[src/rtl/pwm_channel_bank.sv]
// pwm_channel_bank: eight-channel PWM generator for one Timer PWM group.
// Every channel has its own period/duty counter. All channel counters advance
// on a shared prescaled tick. Pin levels go to the GPIO mux, and wrap pulses go
// to the interrupt logic.
// Optional feature macro: PWM_SHADOW_EN. When it is defined, each channel
// latches its compare word into a shadow register at the period boundary.
// When it is not defined, the compare words act directly.
`timescale 1ns/1ps

module pwm_channel_bank #(
   parameter int CH    = 8,
   parameter int PRESC = 50
) (
   input  logic              clk_i,
   input  logic              rst_i,
   input  logic [CH*32-1:0]  cmp_i,
   output logic [CH-1:0]     pwm_o,
   output logic [CH-1:0]     wrap_o
);

   localparam int PW = (PRESC > 1) ? $clog2(PRESC) : 1;
   localparam logic [PW-1:0] PRESC_LAST = PW'(PRESC - 1);

   logic [PW-1:0] presc_cnt_q, presc_cnt_d;
   logic          tick;

   logic [15:0]   cnt_q [CH];
   logic [15:0]   cnt_d [CH];
   logic [15:0]   pe    [CH];
   logic [15:0]   de    [CH];
   logic [CH-1:0] pwm_q, pwm_d;
   logic [CH-1:0] wrap_q, wrap_d;

`ifdef PWM_SHADOW_EN
   logic [31:0]   shd_q [CH];
   logic [31:0]   shd_d [CH];
`endif

   // Prescaler: tick is high in the last cycle of each PRESC-clock window.
   always_comb begin
      tick        = (presc_cnt_q == PRESC_LAST);
      presc_cnt_d = tick ? '0 : presc_cnt_q + 1'b1;
   end

   // Per-channel counter, wrap and pin-level next state.
   always_comb begin
      for (int k = 0; k < CH; k++) begin
         cnt_d[k]  = cnt_q[k];
         wrap_d[k] = 1'b0;
`ifdef PWM_SHADOW_EN
         shd_d[k]  = shd_q[k];
         pe[k]     = shd_q[k][31:16];
         de[k]     = shd_q[k][15:0];
`else
         pe[k]     = cmp_i[32*k+16 +: 16];
         de[k]     = cmp_i[32*k    +: 16];
`endif
         if (tick) begin
            if (pe[k] == 16'd0) begin
               // A disabled channel parks at 0 and, with shadowing, keeps
               // sampling the compare word so a new setting starts next tick.
               cnt_d[k] = 16'd0;
`ifdef PWM_SHADOW_EN
               shd_d[k] = cmp_i[32*k +: 32];
`endif
            end else if (cnt_q[k] >= pe[k] - 16'd1) begin
               // >= so that a period shrunk below the count wraps at once.
               cnt_d[k]  = 16'd0;
               wrap_d[k] = 1'b1;
`ifdef PWM_SHADOW_EN
               shd_d[k]  = cmp_i[32*k +: 32];
`endif
            end else begin
               cnt_d[k] = cnt_q[k] + 16'd1;
            end
         end
         pwm_d[k] = (pe[k] != 16'd0) && (cnt_q[k] < de[k]);
      end
   end

   // State registers with asynchronous clear.
   always_ff @(posedge clk_i or posedge rst_i) begin
      if (rst_i) begin
         presc_cnt_q <= '0;
         pwm_q       <= '0;
         wrap_q      <= '0;
         for (int k = 0; k < CH; k++) begin
            cnt_q[k] <= 16'd0;
`ifdef PWM_SHADOW_EN
            shd_q[k] <= 32'd0;
`endif
         end
      end else begin
         presc_cnt_q <= presc_cnt_d;
         pwm_q       <= pwm_d;
         wrap_q      <= wrap_d;
         for (int k = 0; k < CH; k++) begin
            cnt_q[k] <= cnt_d[k];
`ifdef PWM_SHADOW_EN
            shd_q[k] <= shd_d[k];
`endif
         end
      end
   end

   assign pwm_o  = pwm_q;
   assign wrap_o = wrap_q;

endmodule
[config.mk]
export PLATFORM = sky130hd
export DESIGN_NAME = pwm_channel_bank
export DESIGN_NICKNAME = d
export VERILOG_FILES = /design/src/rtl/pwm_channel_bank.sv
export SDC_FILE = /design/constraint.sdc
export NUM_CORES = 1
export LEC_CHECK = 0
export CELL_PAD_IN_SITES_DETAIL_PLACEMENT = 0
export CELL_PAD_IN_SITES_GLOBAL_PLACEMENT = 2
export CORE_UTILIZATION = 29
export CTS_CLUSTER_SIZE = 20
export DETAILED_ROUTE_END_ITERATION = 8
export PLACE_DENSITY_LB_ADDON = 0.1
export SKIP_LAST_GASP = 1
export SLEW_MARGIN = 20
export SYNTH_ARGS = -nofsm -noshare
export SYNTH_HDL_FRONTEND = slang
export SYNTH_SLANG_ARGS = --single-unit
[constraint.sdc]
create_clock -name clk_i -period 5.2 [get_ports clk_i]
set_input_delay 1.04 -clock clk_i [delete_from_list [all_inputs] [get_ports clk_i]]
set_output_delay 1.04 -clock clk_i [all_outputs]
set_load 0.03 [all_outputs]
# Yosys cells after proc, flatten, opt, wreduce, memory -nomap -nowiden
# Index checks and enable logic that the tools add are counted.
# classes
div	0
mux	41
add_sub_neg	17
magnitude_cmp	16
n_bitwise	0
n_reduce_logical	24
n_shift	0
n_eq_ne	1
mul	0
# ops
operator	n
$mux 16	16
$add 16x1->16 const B	8
$ge 16x16->1	8
$logic_not 16->1	8
$lt 16x16->1	8
$reduce_bool 16->1	8
$sub 16x1->16 const B	8
$mux 1	24
$logic_and 1x1->1	8
$add 6x1->6 const B	1
$eq 6x6->1 const B	1
$mux 6	1
# totals
latchBits	0
ff_bits	150
n_memories	0
output_inout_bits	16
ramBits	0
elab_cells	110
input_bits	258
rom_bits	0

# Depth between registers and ports, before layout
# logic_depth
depth_word	5
depth_mapped	15
mapped_depth_nobuf	14

# Worst setup path after synthesis
# OpenSTA, ideal clock, no wires.
# synth_path
path_kind	input-to-reg
startpoint	in cmp_i[179]
endpoint	reg cnt_q[36] (netlist bit)
setup_slack_ns	0.886
path_buffers	1
t_arrival_ns	4.232
stages	14
path_cell_list	or3_1 or4_1 nor4_1 nand2b_1 nor4_1 xnor2_1 ha_1 a211oi_1 nor2_1 nor4_1 a21boi_1 clkbuf_1 nand3_1 a31oi_1
# synth_via
elab_chain_cells	4
# synth_rtl
element	line_no	source
start, declared	16	input logic [CH*32-1:0] cmp_i,
$sub 16x1->16	66	end else if (cnt_q[k] >= pe[k] - 16'd1) begin
$ge 16x16->1	66	
$mux 16	66	
$mux 16 *	59	if (pe[k] == 16'd0) begin
end signal, assigned by index	98	cnt_q[k] <= cnt_d[k];
end, declared	27	logic [15:0] cnt_q [CH];
# Mark *: on every way between the ends. The rest lies on a longest branch, timed or not.
# A chain may end at the register's enable or synchronous reset.

# Worst setup path in the final report
# layout_path
startpoint	in cmp_i[179]
endpoint	reg cnt_q[39] (netlist bit)
# Same word-level chain as after synthesis.

==> impl_metrics.json <==
{
  "vdd_drop_max_mv": 0.239,
  "synth.lib_cells_used.distinct": 72,
  "area_growth_pct": 28.8,
  "ys_ff_latch": 150,
  "post_synthesis_net_count": 2265,
  "grt_start_max_net_pins": 99,
  "ys_seq_area_share_pct": 25.4,
  "power.switching_fraction_pct": 27.2,
  "power.share.combinational_pct": 21.1,
  "timing.setup.critical_path_class": "primary input to flop",
  "cts.htree.levels": 4,
  "detailroute.via_count": 13100,
  "first_iter_violations": 504,
  "clkPwrFrac_pct": 42.7,
  "p_leak_uw": 0.00809,
  "final_min_period_over_clock_period_pct": 87.4,
  "run_status": "complete, no violations",
  "routabilityCongestion": 0.792,
  "first_global_vias": 13400,
  "number_of_hold_violations_in_the_final_report": 0,
  "cts-buffers-inserted": 17,
  "post_cts_buffers": 0,
  "cts-root-to-sink-buffers": 2,
  "cts-hold-fix-buffers": 0,
  "worst_path_arrival_time_ns": 4.85,
  "timing_max_transition_violations_final": 0,
  "place_hpwl_mm": 34.8,
  "fillers": 5166,
  "route.detailed.vias_per_inst": 4.83,
  "fp.dieH_um": 228,
  "detail_route.first_pass.iterations": 5,
  "final_layout_size_suffix_gt1_share_pct": 4.02,
  "netSwitchingPower_uw": 886,
  "design.core.area_um2": 50300,
  "nets": 2550,
  "cts_root_buffer": "sky130_fd_sc_hd__clkbuf_16",
  "maxClockFrequency_mhz": 220,
  "worstSkewPairLatency_ns": 0.44,
  "rows": 82,
  "timing.critical_path.fanout_max": 9,
  "die_footprint_um2": 51900,
  "cellInternalPower_uw": 2370,
  "global_route.usage.total_pct": 17.0,
  "overflow": 0,
  "ys.flop_type": "sky130_fd_sc_hd__dfrtp_1",
  "endpoint_kind": "flop",
  "drcViolationCount": 0,
  "postSynth.asyncResetShare_pct": 100,
  "wirelength_mm": 43.4,
  "synth_edf_count": 0,
  "clkSlewWorstSetupHoldPaths_ns": 0.07,
  "maxCapViolations": 0,
  "fp.dieW_um": 228,
  "worst_clock_skew_ns": 0.00916,
  "grt_setup_unrepaired": "no",
  "ant_nets": 0,
  "timing.max_slew.rel_slack_pct": 44.0,
  "wl_per_cell_um": 16.0,
  "synth.cell_area_um2": 14800,
  "ys_warn_count": 0,
  "io-pin-count": 274,
  "clock_sinks": 150,
  "tritoncts": "built",
  "timing.critical_path.required_ns": 5.51,
  "postLayoutCoreUtil_pct": 37.9,
  "setup_viol_count_final": 0,
  "period_minus_slack_ns": 4.55,
  "seq_power_share_pct": 36.1,
  "min_path_type": "flop to flop",
  "post_synth.cell_area_avg_um2": 8.50,
  "worst_setup_path_start_kind": "primary input",
  "post_cts.resized_instances": 0,
  "setup_tns_final_ns": 0,
  "port_buffers": 273,
  "power_density_nw_per_um2": 171,
  "wire_length_of_the_first_global_routing_pass_mm": 71.3,
  "floorplan.initialDensity_pct": 29.4,
  "grt_antenna_before_repair": 2,
  "max_slew.worst_pin.slew_ns": 0.832,
  "synthCells": 1741
}
[metal layers]
metal	vias to the layer above	track usage (%)	part of all wire (%)
met3	26	2.44	3.0
met1	6053	23.2	50
li1	6823	-	-
met2	204	28.4	46
met4	2	3.82	1.1
met5	-	0	0.028
[sequential cells by signal (all words and copies together) (netlist names)]
name,flops
pwm_o,8
cnt_q,128
wrap_o,8
presc_cnt_q,6
[kinds of logic after synthesis]
logic type | after synthesis | share of synthesized area [%]
adder cells (fa/ha/maj) | 266 | 22.5
multiplexers | 2 | 0.144
AND/OR/NAND/NOR | 636 | 21.8
flip-flops | 150 | 25.4
AO/OA/AOI/OAI | 300 | 13.5
XOR/XNOR | 196 | 11.6
buffers and inverters | 191 | 5.11
[path summary, 6_finish.rpt]
path                                                from                        to  slack, ns  cells after the start
worst max-delay path                          cmp_i[179]     cnt_q[39]$_DFFE_PP0P_       0.65                     16
worst min-delay path            presc_cnt_q[0]$_DFF_PP0_  presc_cnt_q[0]$_DFF_PP0_       0.52                      1
worst max register to register     cnt_q[64]$_DFFE_PP0P_     cnt_q[69]$_DFFE_PP0P_       2.21                      9
worst min register to register  presc_cnt_q[0]$_DFF_PP0_  presc_cnt_q[0]$_DFF_PP0_       0.52                      1
max in group asynchronous                          rst_i     cnt_q[31]$_DFFE_PP0P_       3.26                      3
min in group asynchronous                          rst_i       wrap_o[6]$_DFF_PP0_       1.08                      2
[through the flow]
stage          power [uW]  setup WS [ns]  instance area (um^2)  hold WS, ns  std cells
6_report             3260          0.653                 19100        0.524       2712
5_1_grt              3440          0.231                 19100        0.549       2712
4_1_cts              3320          0.649                 19100        0.527       2711
3_5_place_dp         1900          0.167                 18400        0.514       2679
3_3_place_gp         1890          0.218                 18400        0.511       2679
2_1_floorplan        1550          0.124                 14800        0.474       1741
[worst max-delay path: stages]
cell	delay (ns)
sky130_fd_sc_hd__clkdlybuf4s50_1	0.47
sky130_fd_sc_hd__or3_1	0.40
sky130_fd_sc_hd__or4_1	0.44
sky130_fd_sc_hd__nor4_1	0.26
sky130_fd_sc_hd__buf_4	0.18
sky130_fd_sc_hd__nand2b_1	0.09
sky130_fd_sc_hd__nor4_1	0.24
sky130_fd_sc_hd__xnor2_1	0.11
sky130_fd_sc_hd__ha_1	0.30
sky130_fd_sc_hd__nand4_1	0.14
sky130_fd_sc_hd__nor3_1	0.22
sky130_fd_sc_hd__nor4_1	0.08
sky130_fd_sc_hd__a21boi_1	0.15
sky130_fd_sc_hd__buf_4	0.20
sky130_fd_sc_hd__a21oi_1	0.42
sky130_fd_sc_hd__nor2_1	0.11
[placed cells by master, fill, tap and decap left out, types with 7 or more instances in the layout]
| cell type | n |
|---|---|
| sky130_fd_sc_hd__a2111oi_0 | 8 |
| sky130_fd_sc_hd__a211o_1 | 9 |
| sky130_fd_sc_hd__a21boi_0 | 8 |
| sky130_fd_sc_hd__a21o_1 | 43 |
| sky130_fd_sc_hd__a21oi_1 | 83 |
| sky130_fd_sc_hd__a21oi_2 | 9 |
| sky130_fd_sc_hd__a31oi_1 | 18 |
| sky130_fd_sc_hd__and2_1 | 7 |
| sky130_fd_sc_hd__and3_1 | 23 |
| sky130_fd_sc_hd__and4_1 | 7 |
| sky130_fd_sc_hd__buf_4 | 16 |
| sky130_fd_sc_hd__clkbuf_16 | 17 |
| sky130_fd_sc_hd__clkdlybuf4s50_1 | 273 |
| sky130_fd_sc_hd__dfrtp_1 | 150 |
| sky130_fd_sc_hd__ha_1 | 266 |
| sky130_fd_sc_hd__inv_1 | 165 |
| sky130_fd_sc_hd__nand2_1 | 128 |
| sky130_fd_sc_hd__nand2b_1 | 21 |
| sky130_fd_sc_hd__nand3_1 | 58 |
| sky130_fd_sc_hd__nand4_1 | 62 |
| sky130_fd_sc_hd__nor2_1 | 168 |
| sky130_fd_sc_hd__nor2b_1 | 10 |
| sky130_fd_sc_hd__nor3_1 | 62 |
| sky130_fd_sc_hd__nor3b_1 | 9 |
| sky130_fd_sc_hd__nor4_1 | 29 |
| sky130_fd_sc_hd__o211ai_1 | 8 |
| sky130_fd_sc_hd__o21a_1 | 12 |
| sky130_fd_sc_hd__o21ai_0 | 46 |
| sky130_fd_sc_hd__o22ai_1 | 9 |
| sky130_fd_sc_hd__o311ai_0 | 8 |
| sky130_fd_sc_hd__or3_1 | 9 |
| sky130_fd_sc_hd__or4_1 | 11 |
| sky130_fd_sc_hd__xnor2_1 | 113 |
| sky130_fd_sc_hd__xor2_1 | 83 |
[synth_stat cells (all sizes together), types with 4 or more instances]
library cell	count	share of area [%]
ha	266	22
nor2	169	4.3
inv	166	4.2
dfrtp	150	25
nand2	129	3.3
xnor2	113	6.7
a21oi	93	3.4
xor2	83	4.9
nor3	63	2.2
nand4	62	2.6
nand3	59	2.0
o21ai	48	1.6
a21o	43	2.2
nor4	32	1.6
and3	23	0.97
nand2b	21	0.89
a31oi	18	0.76
or4	17	1.0
clkbuf	14	0.36
o21a	12	0.61
buf	11	0.54
nor2b	10	0.42
a211o	9	0.53
a21boi	9	0.46
nor3b	9	0.46
o22ai	9	0.38
or3	9	0.38
a2111oi	8	0.47
o211ai	8	0.41
o311ai	8	0.47
a211oi	7	0.39
and2	7	0.30
and4	7	0.41
nand3b	6	0.30
o2111ai	5	0.30
or2	4	0.17
[power groups by stage]
stage | Clock (uW) | Combinational (uW) | Sequential, uW
3_5_place_dp | 0 | 697 | 1200
5_1_grt | 1480 | 786 | 1180
3_3_place_gp | 0 | 688 | 1200
4_1_cts | 1440 | 702 | 1180
2_1_floorplan | 0 | 345 | 1210
6_report | 1390 | 688 | 1180
[layout make-up]
| type | instances | area [um^2] | share of cell area, % |
|---|---|---|---|
| Antenna cell | 1 | 2.50 | 0.0131 |
| Clock buffer | 19 | 443 | 2.32 |
| Clock inverter | 13 | 196 | 1.03 |
| Inverter | 166 | 631 | 3.31 |
| Multi-Input combinational cell | 1400 | 10300 | 54.1 |
| Sequential cell | 150 | 3750 | 19.7 |
| Tap cell | 672 | 841 | 4.41 |
| Timing Repair Buffer | 291 | 2890 | 15.2 |
Note: power is estimated with default switching activity, not from simulation.
